==> config.mk <==
export PLATFORM = sky130hd
export DESIGN_NAME = input_debouncer
export DESIGN_NICKNAME = d
export VERILOG_FILES = /design/src/rtl/input_debouncer.sv
export SDC_FILE = /design/constraint.sdc
export NUM_CORES = 1
export LEC_CHECK = 0
export ABC_AREA = 1
export BUFFER_PORTS_ARGS = -buffer_cell sky130_fd_sc_hd__buf_2
export CAP_MARGIN = 30
export CORE_ASPECT_RATIO = 1.1
export CORE_UTILIZATION = 58
export CTS_BUF_LIST = sky130_fd_sc_hd__clkbuf_8 sky130_fd_sc_hd__clkbuf_16
export DETAILED_ROUTE_END_ITERATION = 16
export PLACE_DENSITY = 0.81
export SLEW_MARGIN = 15
export SYNTH_ARGS = -nofsm -noshare
export SYNTH_HDL_FRONTEND = slang
export SYNTH_SLANG_ARGS = --single-unit
==> constraint.sdc <==
create_clock -name clk -period 2 [get_ports clk]
set_input_delay 0.4 -clock clk [delete_from_list [all_inputs] [get_ports clk]]
set_output_delay 0.4 -clock clk [all_outputs]
set_load 0.02 [all_outputs]
==> src/rtl/input_debouncer.sv <==
// input_debouncer
//   Turns a raw asynchronous level (push-button, external strobe) into a
//   clean, clock-synchronous level. The input passes through a flop
//   synchronizer chain. A counter-qualified FSM then commits a new level
//   only after DEBOUNCE_CYCLES consecutive equal samples.
//   A qualification that is cut short by a bounce is reported twice:
//   as a one-cycle pulse, and in a saturating event counter.
//
// Ports
//   clk         system clock, rising-edge active
//   rst         asynchronous active-low reset
//   din         raw asynchronous level input
//   dout        debounced level (registered)
//   busy        high while a candidate transition is being qualified (registered)
//   glitch      one-cycle pulse after a qualification is aborted (registered)
//   glitch_cnt  saturating count of glitch pulses since reset (registered)
//   glitch_clr  synchronous clear of glitch_cnt; wins over a same-edge increment
module input_debouncer #(
    parameter int unsigned SYNC_STAGES     = 2,
    parameter int unsigned DEBOUNCE_CYCLES = 16,
    parameter int unsigned CNT_W           = 5,
    parameter int unsigned GLITCH_W        = 8
) (
    input  logic                clk,
    input  logic                rst,
    input  logic                din,
    output logic                dout,
    output logic                busy,
    output logic                glitch,
    output logic [GLITCH_W-1:0] glitch_cnt,
    input  logic                glitch_clr
);

    typedef enum logic [1:0] {
        ST_LOW       = 2'd0,
        ST_RISE_WAIT = 2'd1,
        ST_HIGH      = 2'd2,
        ST_FALL_WAIT = 2'd3
    } state_e;

    localparam logic [CNT_W-1:0]    CNT_LAST   = CNT_W'(DEBOUNCE_CYCLES - 1);
    localparam logic [CNT_W-1:0]    CNT_ONE    = CNT_W'(1);
    localparam logic [GLITCH_W-1:0] GLITCH_MAX = '1;
    localparam logic [GLITCH_W-1:0] GLITCH_ONE = GLITCH_W'(1);

    logic [SYNC_STAGES-1:0] sync_q, sync_d;
    state_e                 state_q, state_d;
    logic [CNT_W-1:0]       cnt_q, cnt_d;
    logic                   dout_q, dout_d;
    logic                   busy_q, busy_d;
    logic                   glitch_q, glitch_d;
    logic [GLITCH_W-1:0]    glitch_cnt_q, glitch_cnt_d;
    logic                   s_c;
    logic                   abort_c;

    // Synchronizer shift chain; only the last stage reaches the FSM
    always_comb begin
        sync_d = {sync_q[SYNC_STAGES-2:0], din};
        s_c    = sync_q[SYNC_STAGES-1];
    end

    // Debounce FSM next-state, stability counter and registered-output inputs
    always_comb begin
        state_d = state_q;
        cnt_d   = cnt_q;
        abort_c = 1'b0;

        unique case (state_q)
            ST_LOW: begin
                if (s_c) begin
                    state_d = ST_RISE_WAIT;
                    cnt_d   = CNT_ONE;
                end
            end
            ST_RISE_WAIT: begin
                if (!s_c) begin
                    state_d = ST_LOW;
                    cnt_d   = '0;
                    abort_c = 1'b1;
                end else if (cnt_q == CNT_LAST) begin
                    state_d = ST_HIGH;
                    cnt_d   = '0;
                end else begin
                    cnt_d = cnt_q + CNT_ONE;
                end
            end
            ST_HIGH: begin
                if (!s_c) begin
                    state_d = ST_FALL_WAIT;
                    cnt_d   = CNT_ONE;
                end
            end
            ST_FALL_WAIT: begin
                if (s_c) begin
                    state_d = ST_HIGH;
                    cnt_d   = '0;
                    abort_c = 1'b1;
                end else if (cnt_q == CNT_LAST) begin
                    state_d = ST_LOW;
                    cnt_d   = '0;
                end else begin
                    cnt_d = cnt_q + CNT_ONE;
                end
            end
            default: begin
                state_d = ST_LOW;
                cnt_d   = '0;
            end
        endcase

        // Outputs are decoded from the next state so they line up with the state register
        dout_d   = (state_d == ST_HIGH) || (state_d == ST_FALL_WAIT);
        busy_d   = (state_d == ST_RISE_WAIT) || (state_d == ST_FALL_WAIT);
        glitch_d = abort_c;
    end

    // Saturating abort counter; the clear wins over a same-edge increment
    always_comb begin
        glitch_cnt_d = glitch_cnt_q;
        if (glitch_clr) begin
            glitch_cnt_d = '0;
        end else if (abort_c && (glitch_cnt_q != GLITCH_MAX)) begin
            glitch_cnt_d = glitch_cnt_q + GLITCH_ONE;
        end
    end

    // State and output registers
    always_ff @(posedge clk or negedge rst) begin
        if (!rst) begin
            sync_q       <= '0;
            state_q      <= ST_LOW;
            cnt_q        <= '0;
            dout_q       <= 1'b0;
            busy_q       <= 1'b0;
            glitch_q     <= 1'b0;
            glitch_cnt_q <= '0;
        end else begin
            sync_q       <= sync_d;
            state_q      <= state_d;
            cnt_q        <= cnt_d;
            dout_q       <= dout_d;
            busy_q       <= busy_d;
            glitch_q     <= glitch_d;
            glitch_cnt_q <= glitch_cnt_d;
        end
    end

    assign dout       = dout_q;
    assign busy       = busy_q;
    assign glitch     = glitch_q;
    assign glitch_cnt = glitch_cnt_q;

endmodule

==> results.md, run 1 <==
* Status: finished, final reports clean
* Initial core utilization at 61.53%
* RSZ-0062 raised after global routing: no
* Kind of critical path: flop to flop
* WP buf/inv at 0
* CP cell instances: ha_1 > nand3_1 > nor3_4 > nor2_2 > o21a_1
* Sw Pwr at 0.1880 mW
* Stages on the worst setup path at 5
* Ports at 15
* Critical path launch point type: flop
* # diodes at 0
* Core Footprint at 0.001558 mm²
* Vias in the first global route at 683
* Routability cong. at 0.8671
* Syn nets at 120
* Horiz. Die Dim at 40.76 µm
* ANT nets after route at 0
* Area of the mapped netlist at 958.4 µm²
* Met1 GRT Util at 34.64%
* Clock buffer depth at 2
* Wire length per cell at 10.99 µm
* GRT Util Overall at 23.55%
* Worst EP required at 2.15 ns
* Max Cap Violations at 0
* Largest net degree at the start of global routing at 20
* Post-Syn Instances at 114
* Port Buffers at 14
* Crit path max-delay family: simple AND/OR/NAND/NOR gates
* R2r setup slk at 0.67 ns
* Worst-path fanout max at 4
* Vias at 770
* TNS Setup at 0 ns
* Register area at 475.5 µm²
* Detailed Place HPWL at 1.263 mm
* Crit end category: flop
* Sequential-to-total area share from yosys stat at 49.61%
* Post-layout min period at 1.326 ns
* Fin. Hold Viols at 0
* Pwr Density at 679.5 mW/mm²
* Internal power at 0.5585 mW
* Sink Count at 19
* Die ar. at 0.001819 mm²
* Hold Path Class: primary input to async pin
* # H-tree levels at 1
* Rel. slew slack at 72.03%
* Die H at 44.64 µm
* Fin. max-slew vios at 0
* Seq cells post-synth at 19
* DRC Markers at 0
* Clock Power Share at 36.6%
* First-pass GRT wire length at 2.849 mm
* Post-layout nets at 139
* Post-CTS Hold Fix Bufs at 0
* Clock-pin slew of the registers on the worst-case setup and hold paths at 0.08 ns
* LEAKAGE at 0.5676 nW
* Final cycle utilization of the critical path at 66.28%
* Initial antenna violation count at 0
* M3 GR Usage at 6.030%
* Worst path slowest cell: dfrtp_1
* Sw Ratio at 25.18%
* Row count at 15
* PostCTS Resize Cnt at 0
* Via density at 5.168
* Most Crowded Layer GR: met1
* CP peak stage delay at 0.40 ns
* VDD IR max at 0.7498 mV
* Met2 usage in global routing at 33.33%
* Layout area overhead at 14.62%
* Root Buffer: clkbuf_8
* Post-synth cell types at 20
* WL final at 1.638 mm
* R2r startpoint: cnt_q[0]$_DFFE_PN0P_
* Overall Power at 0.7465 mW
* Grt ovf at 0
* Reg2reg end: cnt_q[0]$_DFFE_PN0P_
* Drt first-iter violations at 14
* Flop pwr share at 54.9%
* Fin util at 70.52%
* Post-CTS Setup Inserts at 0
* Post-Route Skew at 0.002886 ns
* Fmax at 754.4 MHz
* Num CTS Buffers at 3
* Skew-Pair Late Insertion Delay at 0.25 ns
* Fillcell total at 127
* Reg2reg path depth at 5
* Setup violators final at 0
* Crit path arrival time at 1.48 ns
* Average size of a mapped cell at 8.407 µm²
* 1st-pass router iterations at 4
* CTS tree: built
* Share of cells above drive strength 1 at 21.21%
* Area of the multi-input gates at 432.9 µm²
* Synthesis Warnings at 0
* Logic pwr share at 8.5%
* Slew @ Worst Pin at 0.4196 ns
[worst max path at each step]
stage                                    startpoint                         to
after floorplan           glitch_cnt[0]$_DFFE_PN0P_  glitch_cnt[2]$_DFFE_PN0P_
after global placement    glitch_cnt[0]$_DFFE_PN0P_  glitch_cnt[5]$_DFFE_PN0P_
after detailed placement  glitch_cnt[0]$_DFFE_PN0P_  glitch_cnt[5]$_DFFE_PN0P_
after CTS                 glitch_cnt[0]$_DFFE_PN0P_  glitch_cnt[5]$_DFFE_PN0P_
after global routing      glitch_cnt[0]$_DFFE_PN0P_  glitch_cnt[5]$_DFFE_PN0P_
final                          cnt_q[0]$_DFFE_PN0P_       cnt_q[0]$_DFFE_PN0P_
[synthesized netlist by cell type]
library cell   n  share of area [%]
nand2_1       33                 13
ha_1           2                2.6
o21ai_0        4                2.1
nor3_4         1                1.7
nand4_1        3                2.0
nand3_1       14                7.3
xnor2_1        1               0.91
or2_2          1               0.65
nor2_1        11                4.3
inv_2          1               0.39
a21boi_0       1               0.78
dfrtp_1       19                 50
nand2_4        2                2.3
o21a_1         1               0.78
nand2_2        2                1.3
clkinv_4       1               0.91
nor2_2         2                1.3
xor2_1         4                3.7
inv_1         10                3.9
o21ai_1        1               0.52
[cell usage in the layout, fill, tap and decap left out, types with 2 or more instances in the layout]
| cell type | synthesis | final |
|---|---|---|
| nand2_4 | 2 | 2 |
| nor2_2 | 2 | 2 |
| nand4_1 | 3 | 3 |
| nand3_1 | 14 | 14 |
| inv_1 | 10 | 10 |
| nand2_2 | 2 | 2 |
| nor2_1 | 11 | 11 |
| ha_1 | 2 | 2 |
| dfrtp_1 | 19 | 19 |
| clkbuf_8 | 0 | 3 |
| o21ai_0 | 4 | 4 |
| nand2_1 | 33 | 33 |
| buf_2 | 0 | 14 |
| xor2_1 | 4 | 4 |
[cell type report]
cell class | count | share of cell area (%)
Clock buffer | 3 | 3.759
Clock inverter | 1 | 0.6834
Inverter | 12 | 4.556
Multi-Input combinational cell | 83 | 39.41
Sequential cell | 19 | 43.28
Tap cell | 17 | 1.936
Timing Repair Buffer | 14 | 6.378
[per-layer routing]
| layer | wire length, µm | share of wire, % | up-vias |
|---|---|---|---|
| met2 | 717 | 44 | 11 |
| li1 | - | - | 402 |
| met4 | 21 | 1.3 | 0 |
| met5 | 0 | 0 | - |
| met1 | 855 | 52 | 355 |
| met3 | 43 | 2.6 | 2 |
[power by group through the flow]
| stage | logic [mW] | registers [mW] | clock network [mW] |
|---|---|---|---|
| 2_1_floorplan | 0.0362 | 0.421 | 0 |
| 3_3_place_gp | 0.0618 | 0.417 | 0 |
| 3_5_place_dp | 0.0640 | 0.417 | 0 |
| 4_1_cts | 0.0643 | 0.410 | 0.276 |
| 5_1_grt | 0.0722 | 0.412 | 0.294 |
| 6_report | 0.0633 | 0.410 | 0.273 |
[through the flow]
step | hold WS, ns | std cells | instance area, µm² | worst slack (ns)
finish | 0.06857 | 149 | 1099 | 0.6744
global route | 0.1012 | 149 | 1099 | 0.5661
CTS | 0.07991 | 149 | 1099 | 0.6760
detailed placement | 0.3410 | 145 | 1050 | 0.6867
global placement | 0.3358 | 145 | 1050 | 0.7334
floorplan | 0.1044 | 114 | 958.4 | 0.6719
[cells by family after synthesis]
| logic type | after synthesis | synth area share (%) |
|---|---|---|
| and+or+nand+nor | 69 | 33.81 |
| DFF | 19 | 49.61 |
| buffers and inverters | 12 | 5.222 |
| AOI/OAI and AO/OA | 7 | 4.178 |
| xor gates and xnor gates | 5 | 4.569 |
| adders and majority gates | 2 | 2.611 |
[state kept, by name, summed over array words and instances, names as in the netlist]
name,flops
glitch_cnt,8
state_q,2
glitch,1
dout,1
cnt_q,5
sync_q,2
(Power assumes the default switching activity.)
==> inputs of run 2 (changes only) <==
--- a/config.mk
+++ b/config.mk
@@ -9,10 +9,10 @@
 export BUFFER_PORTS_ARGS = -buffer_cell sky130_fd_sc_hd__buf_2
 export CAP_MARGIN = 30
 export CORE_ASPECT_RATIO = 1.1
-export CORE_UTILIZATION = 58
+export CORE_UTILIZATION = 54
 export CTS_BUF_LIST = sky130_fd_sc_hd__clkbuf_8 sky130_fd_sc_hd__clkbuf_16
 export DETAILED_ROUTE_END_ITERATION = 16
-export PLACE_DENSITY = 0.81
+export PLACE_DENSITY = 0.77
 export SLEW_MARGIN = 15
 export SYNTH_ARGS = -nofsm -noshare
 export SYNTH_HDL_FRONTEND = slang
==> constraint.sdc (replaced) <==
create_clock -name clk -period 1.3 [get_ports clk]
set_input_delay 0.26 -clock clk [delete_from_list [all_inputs] [get_ports clk]]
set_output_delay 0.26 -clock clk [all_outputs]
set_load 0.02 [all_outputs]
==> run 2 against run 1 <==
Via count increased by 9.7%. Register-to-register slack got worse by 0.64 ns. Final area grew 10%. Clock skew fell by 0.0021 ns. Final cell count increased by 4.7%. Setup slack worse by 0.64 ns. Non-clock buffer count increased by 7. Sequential power is 55% higher. Critical path depth is the same. Combinational power grew 120%. Clock power grew 52%. Wire length up 26%. Critical endpoint unchanged. Highest routed layer unchanged.
==> results.md, run 2 (synthesis gave the netlist of run 1 again) <==
* Status: finished, final reports clean
* Largest net degree at the start of global routing at 20
* DRC Markers at 0
* Hold path cells at 1
* 1st-pass router iterations at 4
* Port Buffers at 14
* Initial core utilization at 59.38%
* Rel. slew slack at 72.61%
* Via density at 5.417
* Overall Power at 1.188 mW
* Critical path launch point type: flop
* Fillcell total at 111
* Final cycle utilization of the critical path at 97.34%
* LEAKAGE at 0.6188 nW
* Crit end category: flop
* Core Footprint at 0.001614 mm²
* Most frequent cells in the layout: nand2_1, dfrtp_1, buf_2
* Hold Startpoint: din
* # diodes at 0
* Worst-path fanout max at 4
* Hold Path Class: primary input to flop
* VDD IR max at 0.7879 mV
* Clock-pin slew of the registers on the worst-case setup and hold paths at 0.07 ns
* Clock buffer depth at 2
* R2r setup slk at 0.03 ns
* Sink Count at 19
* Layout area overhead at 26.63%
* Reg2reg end: cnt_q[0]$_DFFE_PN0P_
* First-pass GRT wire length at 3.001 mm
* Detailed Place HPWL at 1.326 mm
* Hold worst-path end: sync_q[0]$_DFF_PN0_
* Setup violators final at 0
* Drt first-iter violations at 25
* Place WS at -0.01878 ns
* ANT nets after route at 0
* Commonest non-fill, non-tap cell in the layout: nand2_1
* Initial antenna violation count at 0
* TNS Setup at 0 ns
* Fin. max-slew vios at 0
* Grt ovf at 0
* Reg2reg path depth at 5
* R2r startpoint: cnt_q[0]$_DFFE_PN0P_
* Root Buffer: clkbuf_8
* Pwr Density at 978.6 mW/mm²
* Kind of critical path: flop to flop
* Skew-Pair Late Insertion Delay at 0.25 ns
* Wire length per cell at 13.21 µm
* GRT Util Overall at 20.85%
* Area of the multi-input gates at 488.0 µm²
* Vias at 845
* Routability cong. at 0.8521
* Worst EP required at 1.45 ns
* Post-layout min period at 1.265 ns
* Ports at 15
* Die ar. at 0.001948 mm²
* Max Cap Violations at 0
* Die H at 46.19 µm
* Fin. Hold Viols at 0
* Row count at 15
* Slew @ Worst Pin at 0.4109 ns
* Share of cells above drive strength 1 at 31.65%
* Num CTS Buffers at 3
* Register area at 478.0 µm²
* Post-Route Skew at 0.0007575 ns
* Fmax at 790.2 MHz
* Largest register FFs at 8
* # H-tree levels at 1
* Crit path arrival time at 1.41 ns
* WL final at 2.060 mm
* Setup ws final at 0.03455 ns
* Post-layout nets at 146
* CTS tree: built
* Vias in the first global route at 692
* RSZ-0062 raised after global routing: yes
* Horiz. Die Dim at 42.17 µm
[run 2: changes by cell type in the layout (fill, tap and decap cells not counted), sizes merged]
cell / delta
buf: +6
clkinv: -1
dlygate4sd3: +1
inv: +1
[run 2: how the worst max path moves through the flow]
| stage | startpoint | to | slack, ns | cells after the start |
|---|---|---|---|---|
| floorplan | glitch_cnt[0]$_DFFE_PN0P_ | glitch_cnt[2]$_DFFE_PN0P_ | 0.007 | 9 |
| detailed placement | glitch_cnt[0]$_DFFE_PN0P_ | glitch_cnt[3]$_DFFE_PN0P_ | -0.02 | 9 |
| global placement | glitch_cnt[0]$_DFFE_PN0P_ | glitch_cnt[1]$_DFFE_PN0P_ | 0.02 | 9 |
| CTS | cnt_q[0]$_DFFE_PN0P_ | cnt_q[0]$_DFFE_PN0P_ | 0.0006 | 5 |
| finish | cnt_q[0]$_DFFE_PN0P_ | cnt_q[0]$_DFFE_PN0P_ | 0.03 | 5 |
| global route | cnt_q[0]$_DFFE_PN0P_ | cnt_q[0]$_DFFE_PN0P_ | -0.02 | 5 |
[run 2: timing repair]
action	in CTS	in global routing
setup endpoints to repair	6	11
pin swaps	0	3
setup buffers	0	1
resized for setup	2	11
hold buffers	1	0
endpoints found under the hold margin	19	0
[run 2: worst max-delay path, stage by stage (launching register included)]
cell and delay [ns]:
dfrtp_1 0.43, ha_4 0.18, nand3_4 0.09, nor3_4 0.23, nor2_2 0.06, o21a_1 0.16
[run 2: where the power goes]
group	leakage, nW	switching (mW)	internal (mW)	total, mW
sequential	0.250	0.0245	0.612	0.636
combinational	0.347	0.0819	0.0547	0.137
clock	0.0217	0.199	0.216	0.415
total	0.619	0.306	0.882	1.19
[run 2: metal layers]
layer	vias up	share of wire, %	global-route usage [%]
met5	-	0	0
met4	0	0.49	11.25
met3	2	3.4	2.353
met2	27	48	31.69
met1	398	48	29.62
li1	418	-	-
[run 2: final cells by class]
| class | instances | share of cell area [%] |
|---|---|---|
| well taps | 17 | 1.753 |
| inverters | 12 | 4.330 |
| clock inverters | 1 | 0.6186 |
| multi-input cells | 83 | 40.21 |
| flip-flops and latches | 19 | 39.38 |
| clock buffers | 3 | 3.402 |
| repair buffers | 21 | 10.31 |
[run 2: metrics by stage]
stage	area, µm²	utilization (%)	hold WS (ns)	instances
final	1214	75.19	0.1078	156
after global routing	1214	75.19	0.09580	156
after CTS	1154	71.47	0.09917	155
after global placement	1090	67.52	0.2065	150
after detailed placement	1090	67.52	0.2148	150
after floorplan	960.9	-	-0.03559	114
==> inputs of run 3 (changes only) <==
==> constraint.sdc (replaced) <==
create_clock -name clk -period 1.3 [get_ports clk]
set_input_delay 0.26 -clock clk [delete_from_list [all_inputs] [get_ports clk]]
set_output_delay 0.26 -clock clk [all_outputs]
set_load 0.005 [all_outputs]
==> run 3 against run 2 <==
Critical endpoint is now glitch_cnt[6]$_DFFE_PN0P_. Register-to-register slack improved by 0.02 ns. Flip-flop and latch count did not move. Final area decreased by 1.5%. Critical path depth rose by 3. Combinational power fell by 20%. Sequential share of layout area is 0.51 points higher. Via count fell by 1.9%. Clock power rose by 4%. Sequential power about the same. Non-clock buffer count is the same. First-iteration DRC count is the same.
==> results.md, run 3 (synthesis gave the netlist of run 1 again) <==
* Root Buffer: clkbuf_8
* Max Cap Violations at 0
* VDD IR max at 0.7217 mV
* Largest register FFs at 8
* Largest net degree at the start of global routing at 20
* Dpl cells at 150
* Horiz. Die Dim at 42.17 µm
* Core Footprint at 0.001614 mm²
* Setup ws final at 0.05507 ns
* # diodes at 0
* Final cycle utilization of the critical path at 95.76%
* Fmax at 803.3 MHz
* Num CTS Buffers at 3
* Internal power at 0.8725 mW
* Critical path launch point type: flop
* Vias at 829
* Sw Pwr at 0.3022 mW
* First-pass GRT wire length at 3.056 mm
* Grt ovf at 0
* Sink Count at 19
* ANT nets after route at 0
* Sw Ratio at 25.72%
* Flop pwr share at 54.1%
* Worst EP required at 1.50 ns
* Post-Route Skew at 0.002365 ns
* Detailed Place HPWL at 1.369 mm
* Clock buffer depth at 2
* WL final at 1.910 mm
* Status: finished, final reports clean
* Slew @ Worst Pin at 0.3978 ns
* Routability cong. at 0.8624
* Drt first-iter violations at 25
* Rel. slew slack at 73.48%
* Row count at 15
* Crit end category: flop
* Logic pwr share at 9.2%
* # H-tree levels at 1
* Kind of critical path: flop to flop
* GRT Util Overall at 21.12%
* Layout area overhead at 24.67%
* Die ar. at 0.001948 mm²
* DRC Markers at 0
* Overall Power at 1.175 mW
* Initial antenna violation count at 0
* Pwr Density at 983.0 mW/mm²
* Vias in the first global route at 692
* 1st-pass router iterations at 4
* Port Buffers at 14
* RSZ-0062 raised after global routing: yes
* Clock Power Share at 36.6%
* Fin. Hold Viols at 0
* Wire length per cell at 12.24 µm
* Die H at 46.19 µm
* Crit path arrival time at 1.44 ns
* Fin util at 74.03%
* Layout Cells excl Fill at 156
* Ports at 15
* LEAKAGE at 0.5975 nW
* CTS tree: built
* Clock-pin slew of the registers on the worst-case setup and hold paths at 0.08 ns
* Hold Path Class: primary input to flop
* Fin. max-slew vios at 0
* Post-layout nets at 146
* Most frequent cells in the layout: nand2_1, dfrtp_1, buf_2
* Commonest non-fill, non-tap cell in the layout: nand2_1
* Post-layout min period at 1.245 ns
* Via density at 5.314
* Initial core utilization at 59.38%
* Share of cells above drive strength 1 at 28.78%
* Worst-path fanout max at 3
* Place WS at -0.02776 ns
* Setup violators final at 0
* Skew-Pair Late Insertion Delay at 0.26 ns
-- run 3: worst max-delay path, stage by stage (launching register included) --
cell     delay, ns
dfrtp_1       0.36
ha_2          0.19
nand2_1       0.07
buf_4         0.16
nor2_4        0.10
nand3_2       0.08
nand2_1       0.07
nand2_1       0.04
nor2_1        0.10
-- run 3: final cells by class --
type                            instances  area [µm²]
Clock buffer                            3       41.29
Clock inverter                          1       7.507
Fill cell                             109       419.2
Inverter                               12       50.05
Multi-Input combinational cell         83       473.0
Sequential cell                        19       476.7
Tap cell                               17       21.27
Timing Repair Buffer                   21       125.1
-- run 3: path summary, 6_finish.rpt --
kind,depth (start not counted),slack (ns),endpoint,from
setup / recovery,8,0.06,glitch_cnt[6]$_DFFE_PN0P_,glitch_cnt[1]$_DFFE_PN0P_
setup reg to reg,8,0.06,glitch_cnt[6]$_DFFE_PN0P_,glitch_cnt[1]$_DFFE_PN0P_
min in group asynchronous,2,0.45,glitch_cnt[6]$_DFFE_PN0P_,rst
hold reg to reg,0,0.35,sync_q[1]$_DFF_PN0_,sync_q[0]$_DFF_PN0_
max in group asynchronous,2,0.55,cnt_q[0]$_DFFE_PN0P_,rst
hold / removal,1,0.10,sync_q[0]$_DFF_PN0_,din
-- run 3: per-layer routing --
| layer | vias to the layer above | track usage, % | wire length [µm] |
|---|---|---|---|
| met5 | - | 0 | 0 |
| met4 | 0 | 8.750 | 26 |
| met3 | 4 | 3.922 | 62 |
| met2 | 21 | 31.08 | 854 |
| met1 | 390 | 30.83 | 966 |
| li1 | 414 | - | - |
-- run 3: power groups by stage --
stage | registers, mW | logic [mW] | clock network [mW]
floorplan | 0.640 | 0.0557 | 0
global placement | 0.639 | 0.0937 | 0
detailed placement | 0.641 | 0.0966 | 0
global route | 0.639 | 0.128 | 0.455
finish | 0.636 | 0.109 | 0.430
CTS | 0.634 | 0.107 | 0.436
-- run 3: metrics by stage --
stage          instance area (µm²)  hold WS [ns]  TNS (ns)
3_3_place_gp                  1087        0.2108         0
3_5_place_dp                  1087        0.2166  -0.02776
4_1_cts                       1171       0.09849         0
2_1_floorplan                958.4      -0.03559         0
6_report                      1195        0.1033         0
5_1_grt                       1195       0.09293  -0.02653
-- run 3: repair_timing --
item	4_1_cts	5_1_grt
setup endpoints to repair	1	11
buffers inserted	0	1
endpoints found under the hold margin	19	0
hold buffers	1	0
resized for setup	4	5
pin swaps	2	5
